## src/rtl/alu_muldiv_unit.sv

```systemverilog
// rtl/alu_muldiv_unit.sv - EX-stage ALU with iterative multiply/divide and HI/LO registers
//
// Decodes alu_ct_op/funct, executes single-cycle arithmetic/logic ops in one
// cycle and MULT/MULTU/DIV/DIVU iteratively over WIDTH cycles into HI/LO.
//
// Ports:
//   clk, rst          clock, asynchronous active-low reset
//   in_valid/in_ready operation handshake (in_ready = !busy)
//   alu_ct_op, funct  operation select
//   src_a, src_b      operands (dividend/multiplicand, divisor/multiplier)
//   out_valid         one-cycle pulse, result and flags valid
//   result            registered result
//   zero, illegal, div_by_zero  result flags, qualified by out_valid
//   busy              multi-cycle operation in progress

module alu_muldiv_unit #(
  parameter int WIDTH = 32
) (
  input  logic             clk,
  input  logic             rst,
  input  logic             in_valid,
  output logic             in_ready,
  input  logic [1:0]       alu_ct_op,
  input  logic [5:0]       funct,
  input  logic [WIDTH-1:0] src_a,
  input  logic [WIDTH-1:0] src_b,
  output logic             out_valid,
  output logic [WIDTH-1:0] result,
  output logic             zero,
  output logic             illegal,
  output logic             div_by_zero,
  output logic             busy
);

  localparam int CW = $clog2(WIDTH + 1);

  typedef enum logic [1:0] {S_IDLE, S_MUL, S_DIV} state_e;

  typedef enum logic [3:0] {
    OP_ADD, OP_SUB, OP_AND, OP_OR, OP_XOR, OP_NOR, OP_SLT, OP_SLTU,
    OP_MFHI, OP_MFLO, OP_MULT, OP_MULTU, OP_DIV, OP_DIVU, OP_ILL
  } op_e;

  state_e             r_state;
  logic [CW-1:0]      r_cnt;
  logic [WIDTH-1:0]   r_hi;
  logic [WIDTH-1:0]   r_lo;
  logic [WIDTH-1:0]   r_result;
  logic               r_out_valid;
  logic               r_zero;
  logic               r_illegal;
  logic               r_div_by_zero;

  // Multiply: {partial product high part (WIDTH+1), remaining multiplier bits (WIDTH)}
  logic [2*WIDTH:0]   r_acc;
  logic [WIDTH-1:0]   r_mcand;
  // Divide: restoring remainder, quotient (doubles as dividend shift register), divisor
  logic [WIDTH-1:0]   r_rem;
  logic [WIDTH-1:0]   r_quo;
  logic [WIDTH-1:0]   r_divisor;
  logic               r_neg_res;   // signs differ: negate product / quotient
  logic               r_neg_rem;   // dividend negative: negate remainder
  logic               r_dbz;

  op_e                w_op;
  logic [WIDTH-1:0]   w_alu_res;
  logic               w_is_mul;
  logic               w_is_div;
  logic               w_signed;
  logic               w_neg_a;
  logic               w_neg_b;
  logic [WIDTH-1:0]   w_mag_a;
  logic [WIDTH-1:0]   w_mag_b;
  logic               w_last;

  logic [WIDTH:0]     w_mul_sum;
  logic [2*WIDTH:0]   w_acc_next;
  logic [2*WIDTH-1:0] w_prod_mag;
  logic [2*WIDTH-1:0] w_prod;

  logic [WIDTH:0]     w_rem_sh;
  logic [WIDTH:0]     w_diff;
  logic               w_ge;
  logic [WIDTH-1:0]   w_rem_next;
  logic [WIDTH-1:0]   w_quo_next;
  logic [WIDTH-1:0]   w_quo_fix;
  logic [WIDTH-1:0]   w_rem_fix;

  assign busy        = (r_state != S_IDLE);
  assign in_ready    = (r_state == S_IDLE);
  assign out_valid   = r_out_valid;
  assign result      = r_result;
  assign zero        = r_zero;
  assign illegal     = r_illegal;
  assign div_by_zero = r_div_by_zero;

  always_comb begin
    w_op = OP_ILL;
    case (alu_ct_op)
      2'b00: w_op = OP_ADD;
      2'b01: w_op = OP_SUB;
      2'b10: begin
        case (funct)
          6'b100001: w_op = OP_ADD;
          6'b100011: w_op = OP_SUB;
          6'b100100: w_op = OP_AND;
          6'b100101: w_op = OP_OR;
          6'b100110: w_op = OP_XOR;
          6'b100111: w_op = OP_NOR;
          6'b101010: w_op = OP_SLT;
          6'b101011: w_op = OP_SLTU;
          6'b010000: w_op = OP_MFHI;
          6'b010010: w_op = OP_MFLO;
          6'b011000: w_op = OP_MULT;
          6'b011001: w_op = OP_MULTU;
          6'b011010: w_op = OP_DIV;
          6'b011011: w_op = OP_DIVU;
          default:   w_op = OP_ILL;
        endcase
      end
      default: w_op = OP_ILL;
    endcase
  end

  always_comb begin
    w_alu_res = '0;
    case (w_op)
      OP_ADD:  w_alu_res = src_a + src_b;
      OP_SUB:  w_alu_res = src_a - src_b;
      OP_AND:  w_alu_res = src_a & src_b;
      OP_OR:   w_alu_res = src_a | src_b;
      OP_XOR:  w_alu_res = src_a ^ src_b;
      OP_NOR:  w_alu_res = ~(src_a | src_b);
      OP_SLT:  w_alu_res = {{(WIDTH-1){1'b0}}, ($signed(src_a) < $signed(src_b))};
      OP_SLTU: w_alu_res = {{(WIDTH-1){1'b0}}, (src_a < src_b)};
      OP_MFHI: w_alu_res = r_hi;
      OP_MFLO: w_alu_res = r_lo;
      default: w_alu_res = '0;
    endcase
  end

  assign w_is_mul = (w_op == OP_MULT) || (w_op == OP_MULTU);
  assign w_is_div = (w_op == OP_DIV)  || (w_op == OP_DIVU);
  assign w_signed = (w_op == OP_MULT) || (w_op == OP_DIV);
  assign w_neg_a  = w_signed & src_a[WIDTH-1];
  assign w_neg_b  = w_signed & src_b[WIDTH-1];
  // Unsigned magnitudes: -2^(WIDTH-1) negates to itself, which is the correct unsigned magnitude
  assign w_mag_a  = w_neg_a ? (~src_a + 1'b1) : src_a;
  assign w_mag_b  = w_neg_b ? (~src_b + 1'b1) : src_b;
  assign w_last   = (r_cnt == CW'(1));

  // Shift-add step: add multiplicand to the high part if the current multiplier bit is set, shift right
  assign w_mul_sum  = r_acc[2*WIDTH:WIDTH] + {1'b0, r_mcand};
  assign w_acc_next = r_acc[0] ? {1'b0, w_mul_sum, r_acc[WIDTH-1:1]}
                               : {1'b0, r_acc[2*WIDTH:1]};
  assign w_prod_mag = w_acc_next[2*WIDTH-1:0];
  assign w_prod     = r_neg_res ? (~w_prod_mag + 1'b1) : w_prod_mag;

  // Restoring step; the remainder stays below the divisor, so the difference sign bit is the borrow
  assign w_rem_sh   = {r_rem, r_quo[WIDTH-1]};
  assign w_diff     = w_rem_sh - {1'b0, r_divisor};
  assign w_ge       = ~w_diff[WIDTH];
  assign w_rem_next = w_ge ? w_diff[WIDTH-1:0] : w_rem_sh[WIDTH-1:0];
  assign w_quo_next = {r_quo[WIDTH-2:0], w_ge};
  // With a zero divisor the remainder path reconstructs src_a exactly, so only LO needs forcing
  assign w_quo_fix  = r_dbz ? '1 : (r_neg_res ? (~w_quo_next + 1'b1) : w_quo_next);
  assign w_rem_fix  = r_neg_rem ? (~w_rem_next + 1'b1) : w_rem_next;

  always_ff @(posedge clk or negedge rst) begin
    if (!rst) begin
      r_state       <= S_IDLE;
      r_cnt         <= '0;
      r_hi          <= '0;
      r_lo          <= '0;
      r_result      <= '0;
      r_out_valid   <= 1'b0;
      r_zero        <= 1'b0;
      r_illegal     <= 1'b0;
      r_div_by_zero <= 1'b0;
      r_acc         <= '0;
      r_mcand       <= '0;
      r_rem         <= '0;
      r_quo         <= '0;
      r_divisor     <= '0;
      r_neg_res     <= 1'b0;
      r_neg_rem     <= 1'b0;
      r_dbz         <= 1'b0;
    end else begin
      r_out_valid   <= 1'b0;
      r_zero        <= 1'b0;
      r_illegal     <= 1'b0;
      r_div_by_zero <= 1'b0;
      case (r_state)
        S_IDLE: begin
          if (in_valid) begin
            if (w_is_mul) begin
              r_state   <= S_MUL;
              r_cnt     <= CW'(WIDTH);
              r_mcand   <= w_mag_a;
              r_acc     <= {{(WIDTH+1){1'b0}}, w_mag_b};
              r_neg_res <= w_neg_a ^ w_neg_b;
            end else if (w_is_div) begin
              r_state   <= S_DIV;
              r_cnt     <= CW'(WIDTH);
              r_rem     <= '0;
              r_quo     <= w_mag_a;
              r_divisor <= w_mag_b;
              r_neg_res <= w_neg_a ^ w_neg_b;
              r_neg_rem <= w_neg_a;
              r_dbz     <= (src_b == '0);
            end else begin
              r_result    <= w_alu_res;
              r_out_valid <= 1'b1;
              r_zero      <= (w_alu_res == '0);
              r_illegal   <= (w_op == OP_ILL);
            end
          end
        end
        S_MUL: begin
          r_acc <= w_acc_next;
          if (w_last) begin
            r_hi        <= w_prod[2*WIDTH-1:WIDTH];
            r_lo        <= w_prod[WIDTH-1:0];
            r_result    <= w_prod[WIDTH-1:0];
            r_out_valid <= 1'b1;
            r_zero      <= (w_prod[WIDTH-1:0] == '0);
            r_cnt       <= '0;
            r_state     <= S_IDLE;
          end else begin
            r_cnt <= r_cnt - 1'b1;
          end
        end
        S_DIV: begin
          r_rem <= w_rem_next;
          r_quo <= w_quo_next;
          if (w_last) begin
            r_hi          <= w_rem_fix;
            r_lo          <= w_quo_fix;
            r_result      <= w_quo_fix;
            r_out_valid   <= 1'b1;
            r_zero        <= (w_quo_fix == '0);
            r_div_by_zero <= r_dbz;
            r_cnt         <= '0;
            r_state       <= S_IDLE;
          end else begin
            r_cnt <= r_cnt - 1'b1;
          end
        end
        default: r_state <= S_IDLE;
      endcase
    end
  end

endmodule

```

## config.mk

```make
export PLATFORM = sky130hd
export DESIGN_NAME = alu_muldiv_unit
export DESIGN_NICKNAME = d
export VERILOG_FILES = /design/src/rtl/alu_muldiv_unit.sv
export SDC_FILE = /design/constraint.sdc
export NUM_CORES = 1
export LEC_CHECK = 0
export BUFFER_PORTS_ARGS = -buffer_cell sky130_fd_sc_hd__buf_2
export CORE_MARGIN = 1
export CORE_UTILIZATION = 30
export CTS_CLUSTER_DIAMETER = 60
export DETAILED_ROUTE_END_ITERATION = 6
export PLACE_DENSITY_LB_ADDON = 0.12
export SYNTH_ARGS = -nofsm -noshare
export SYNTH_HDL_FRONTEND = slang
export SYNTH_SLANG_ARGS = --single-unit
```

## constraint.sdc

```tcl
create_clock -name clk -period 5.85 [get_ports clk]
set_input_delay 0.585 -clock clk [delete_from_list [all_inputs] [get_ports clk]]
set_output_delay 0.585 -clock clk [all_outputs]
set_load 0.02 [all_outputs]
```

==> results.json <==
{
  "synth-compound-area-share": 0.292,
  "swShare": 0.486,
  "route.detailed.wl_per_inst_um": 27.0,
  "grt_start_max_net_pins": 86,
  "initial_core_util": 0.304,
  "routed-wl-met2_um": 58100,
  "p_per_area_nw_per_um2": 401,
  "synthXorXnorAreaFrac": 0.0744,
  "grt_pass1_vias": 26800,
  "via_per_inst": 5.75,
  "wl_met3_um": 9310,
  "yosys_most_used_dff": "dfrtp_1",
  "clock_sinks": 303,
  "dr.pass1.iters": 6,
  "cts_made_buffers": 46,
  "top_layer": "met5",
  "rows": 111,
  "worst_pin_slew_ns": 1.21,
  "vias": 28500,
  "drt_wl_total_um": 134000,
  "synthMuxAreaShare": 0.0310,
  "cp.arrival_ns": 5.88,
  "netlist_instances": 3642,
  "power.share.clock": 0.226,
  "cpMostUsedCell": "inv_1",
  "cts_tree": "done",
  "synth_adder_area_share": 0.0801,
  "hold_violations": 0,
  "rsz0062_at_grt": "false",
  "comb_power_share": 0.499,
  "endpoint_kind": "register",
  "setup_slack_ns": 0.473,
  "hold_class": "in2reg",
  "antenna_found_initial": 5,
  "ir_worst_vdd_mv": 0.230,
  "post-route-period-util": 0.919,
  "yosys_warnings": 0,
  "worstPathCellList": "inv_1 > ha_1 > inv_1 > fa_1 > a211oi_1 > o21ai_1 > nand3_1 > a31oi_1 > o21a_1 > or2_1 > buf_4 > a21oi_1 > ha_1 > inv_1 > a21oi_1 > or4b_1 > or2_1 > nor3_1 > mux2_2 > o22ai_1 > nor2_1",
  "slew_violations": 0,
  "cp.required_ns": 6.35,
  "drv_cap": 0,
  "die_w_um": 308,
  "drive_gt1_frac": 0.105,
  "regArea_um2": 7580,
  "synthArstFlopShare": 1.00,
  "clk_pin_slew_ns": 0.06,
  "p_int_mw": 6.55,
  "ys_ff_latch": 303,
  "dp_hpwl_um": 107000,
  "syn-num-nets": 3894,
  "multiInputGateArea_um2": 19100,
  "die_area_um2": 94600,
  "power.switching_mw": 6.19,
  "ys_types": 100,
  "p_leak_nw": 13.9,
  "synth_edf_count": 0,
  "areaGrowthSynthToFinish_pct": 13.4,
  "outcome": "completed",
  "skew_ns": 0.0307,
  "finalSetupTns_ns": 0,
  "h-tree-depth": 2,
  "crit_type": "reg2reg",
  "min_period_ns": 5.38,
  "ff2ff_setup_slack_ns": 0.47,
  "setup_viol": 0,
  "grt_pass1_wl_um": 194000,
  "cp_top_family": "compound AO/OA/AOI/OAI gates",
  "clock_latency_ns": 0.61,
  "synth_area_um2": 28000,
  "routabilityCongestion": 0.974,
  "fmax_mhz": 186,
  "port_buffers": 112,
  "io_pins": 113,
  "p_total_mw": 12.7,
  "cp_max_fo": 8,
  "met1Wirelength_um": 62700,
  "root_buffer": "clkbuf_16",
  "core_area_um2": 92100,
  "final.fill_count": 9852,
  "start_kind": "register",
  "maxSlewHeadroom": 0.185,
  "grt-ovfl-total": 0,
  "max-clock-path-buffers": 3,
  "dieHeight_um": 308,
  "synthSimpleGateAreaFrac": 0.199,
  "synth_top_family_by_area": "compound AO/OA/AOI/OAI gates",
  "ys_seq_area_frac": 0.271,
  "remaining_drc_errors": 0,
  "layout.nets": 3935,
  "max_stage_delay_ns": 0.57,
  "p_seq_frac": 0.275,
  "crit_slowest_cell": "or4b_1",
  "cp_num_buf_inv": 4,
  "antenna_left": 0,
  "postSynthAreaPerCell_um2": 7.69,
  "dr.first_iter.drc_count": 3069,
  "grt_usage": 0.278,
  "pre_cts_slack_ns": 0.359
}
repair_timing:
action	4_1_cts	5_1_grt
buffers inserted	0	0
endpoints found under the hold margin	6	0
hold buffers	1	0
resized for setup	0	0
per-stage QoR:
stage / cell area [µm²] / hold WS (ns) / util / cells
2_1_floorplan: 28000 / 0.289 / - / 3642
3_3_place_gp: 30200 / 0.449 / 0.328 / 4877
3_5_place_dp: 30200 / 0.452 / 0.328 / 4877
4_1_cts: 31800 / 0.303 / 0.345 / 4961
5_1_grt: 31800 / 0.352 / 0.345 / 4961
6_report: 31800 / 0.338 / 0.345 / 4962
state kept, by name, indices dropped and copies added (netlist names):
| signal | cells |
|---|---|
| out_valid | 1 |
| r_neg_rem | 1 |
| r_dbz | 1 |
| r_lo | 32 |
| zero | 1 |
| r_divisor | 32 |
| r_rem | 32 |
| r_quo | 32 |
| div_by_zero | 1 |
| r_neg_res | 1 |
| r_cnt | 6 |
| illegal | 1 |
| result | 32 |
| r_hi | 32 |
| r_mcand | 32 |
| r_state | 2 |
| r_acc | 64 |
kinds of logic (layout without fill, tap and decap cells):
logic type,count (synthesis),count (layout)
AND/OR/NAND/NOR,1187,1187
other,0,1
adder cells (fa/ha/maj),177,177
buffers and inverters,395,471
XOR/XNOR,238,238
AO/OA/AOI/OAI,1258,1258
multiplexers,84,84
flip-flops,303,303
metal layers:
metal	vias to the layer above	global-route usage
li1	13300	-
met1	14100	0.401
met2	985	0.421
met3	137	0.0487
met4	6	0.0782
met5	-	0
final timing paths:
| path | start | end | depth (start not counted) |
|---|---|---|---|
| worst max-delay path | r_quo[31]$_DFFE_PN0P_ | r_hi[30]$_DFFE_PN0P_ | 21 |
| worst min-delay path | src_a[31] | r_mcand[31]$_DFFE_PN0P_ | 3 |
| worst max register to register | r_quo[31]$_DFFE_PN0P_ | r_hi[30]$_DFFE_PN0P_ | 21 |
| worst min register to register | r_lo[15]$_DFFE_PN0P_ | r_lo[15]$_DFFE_PN0P_ | 2 |
| max in group asynchronous | rst | r_rem[7]$_DFFE_PN0P_ | 3 |
| min in group asynchronous | rst | result[26]$_DFFE_PN0P_ | 2 |
tightest hold or removal path, cell delays in order:
cell and delay, ns:
buf_2 0.16, nand3_1 0.08, o21ai_0 0.07
layout make-up:
class,instances,share of cell area
Tap cell,1243,0.0490
Timing Repair Buffer,214,0.0425
Sequential cell,303,0.239
Antenna cell,1,0.0000788
Multi-Input combinational cell,2944,0.601
Inverter,174,0.0206
Clock buffer,54,0.0385
Clock inverter,29,0.0100
synthesized netlist by cell type (14+ instances only):
cell | instances | area share
a211oi_1 | 37 | 0.0099
a21boi_0 | 14 | 0.0038
a21o_1 | 76 | 0.020
a21oi_1 | 292 | 0.052
a221oi_1 | 17 | 0.0053
a22o_1 | 16 | 0.0050
a22oi_1 | 17 | 0.0046
a31oi_1 | 27 | 0.0060
and2_1 | 20 | 0.0045
and3_1 | 20 | 0.0045
buf_1 | 31 | 0.0042
clkbuf_1 | 178 | 0.024
dfrtp_1 | 303 | 0.27
ha_1 | 173 | 0.077
inv_1 | 173 | 0.023
mux2_2 | 23 | 0.0092
mux2i_1 | 61 | 0.022
nand2_1 | 486 | 0.065
nand2b_1 | 31 | 0.0069
nand3_1 | 69 | 0.012
nand4_1 | 38 | 0.0085
nor2_1 | 275 | 0.037
nor2b_1 | 22 | 0.0049
nor3_1 | 74 | 0.013
nor4_1 | 35 | 0.0078
o211a_1 | 36 | 0.013
o211ai_1 | 43 | 0.012
o21a_1 | 30 | 0.0080
o21ai_0 | 356 | 0.064
o21bai_1 | 15 | 0.0040
o22ai_1 | 39 | 0.0087
o31ai_1 | 65 | 0.017
o41ai_1 | 21 | 0.0066
or3_1 | 29 | 0.0065
or4_1 | 19 | 0.0051
xnor2_1 | 183 | 0.057
xor2_1 | 55 | 0.017
placed cells by master (no fill, tap or decap), drive strengths merged, types with 36 or more instances in the layout:
master    n
a211oi   38
a21o     76
a21oi   293
buf     213
clkbuf   54
dfrtp   303
ha      173
inv     181
mux2i    61
nand2   486
nand3    69
nand4    39
nor2    275
nor3     76
nor4     38
o211a    36
o211ai   43
o21ai   367
o22ai    39
o31ai    67
xnor2   183
xor2     55
power groups by stage:
stage               logic (mW)  registers (mW)  clock network (mW)
floorplan                 3.98            3.31                   0
global placement          6.26            3.52                   0
detailed placement        6.25            3.52                   0
CTS                       6.28            3.49                2.94
global route              6.89            3.57                3.03
finish                    6.35            3.50                2.88
Power figures use the tool's default switching activity.
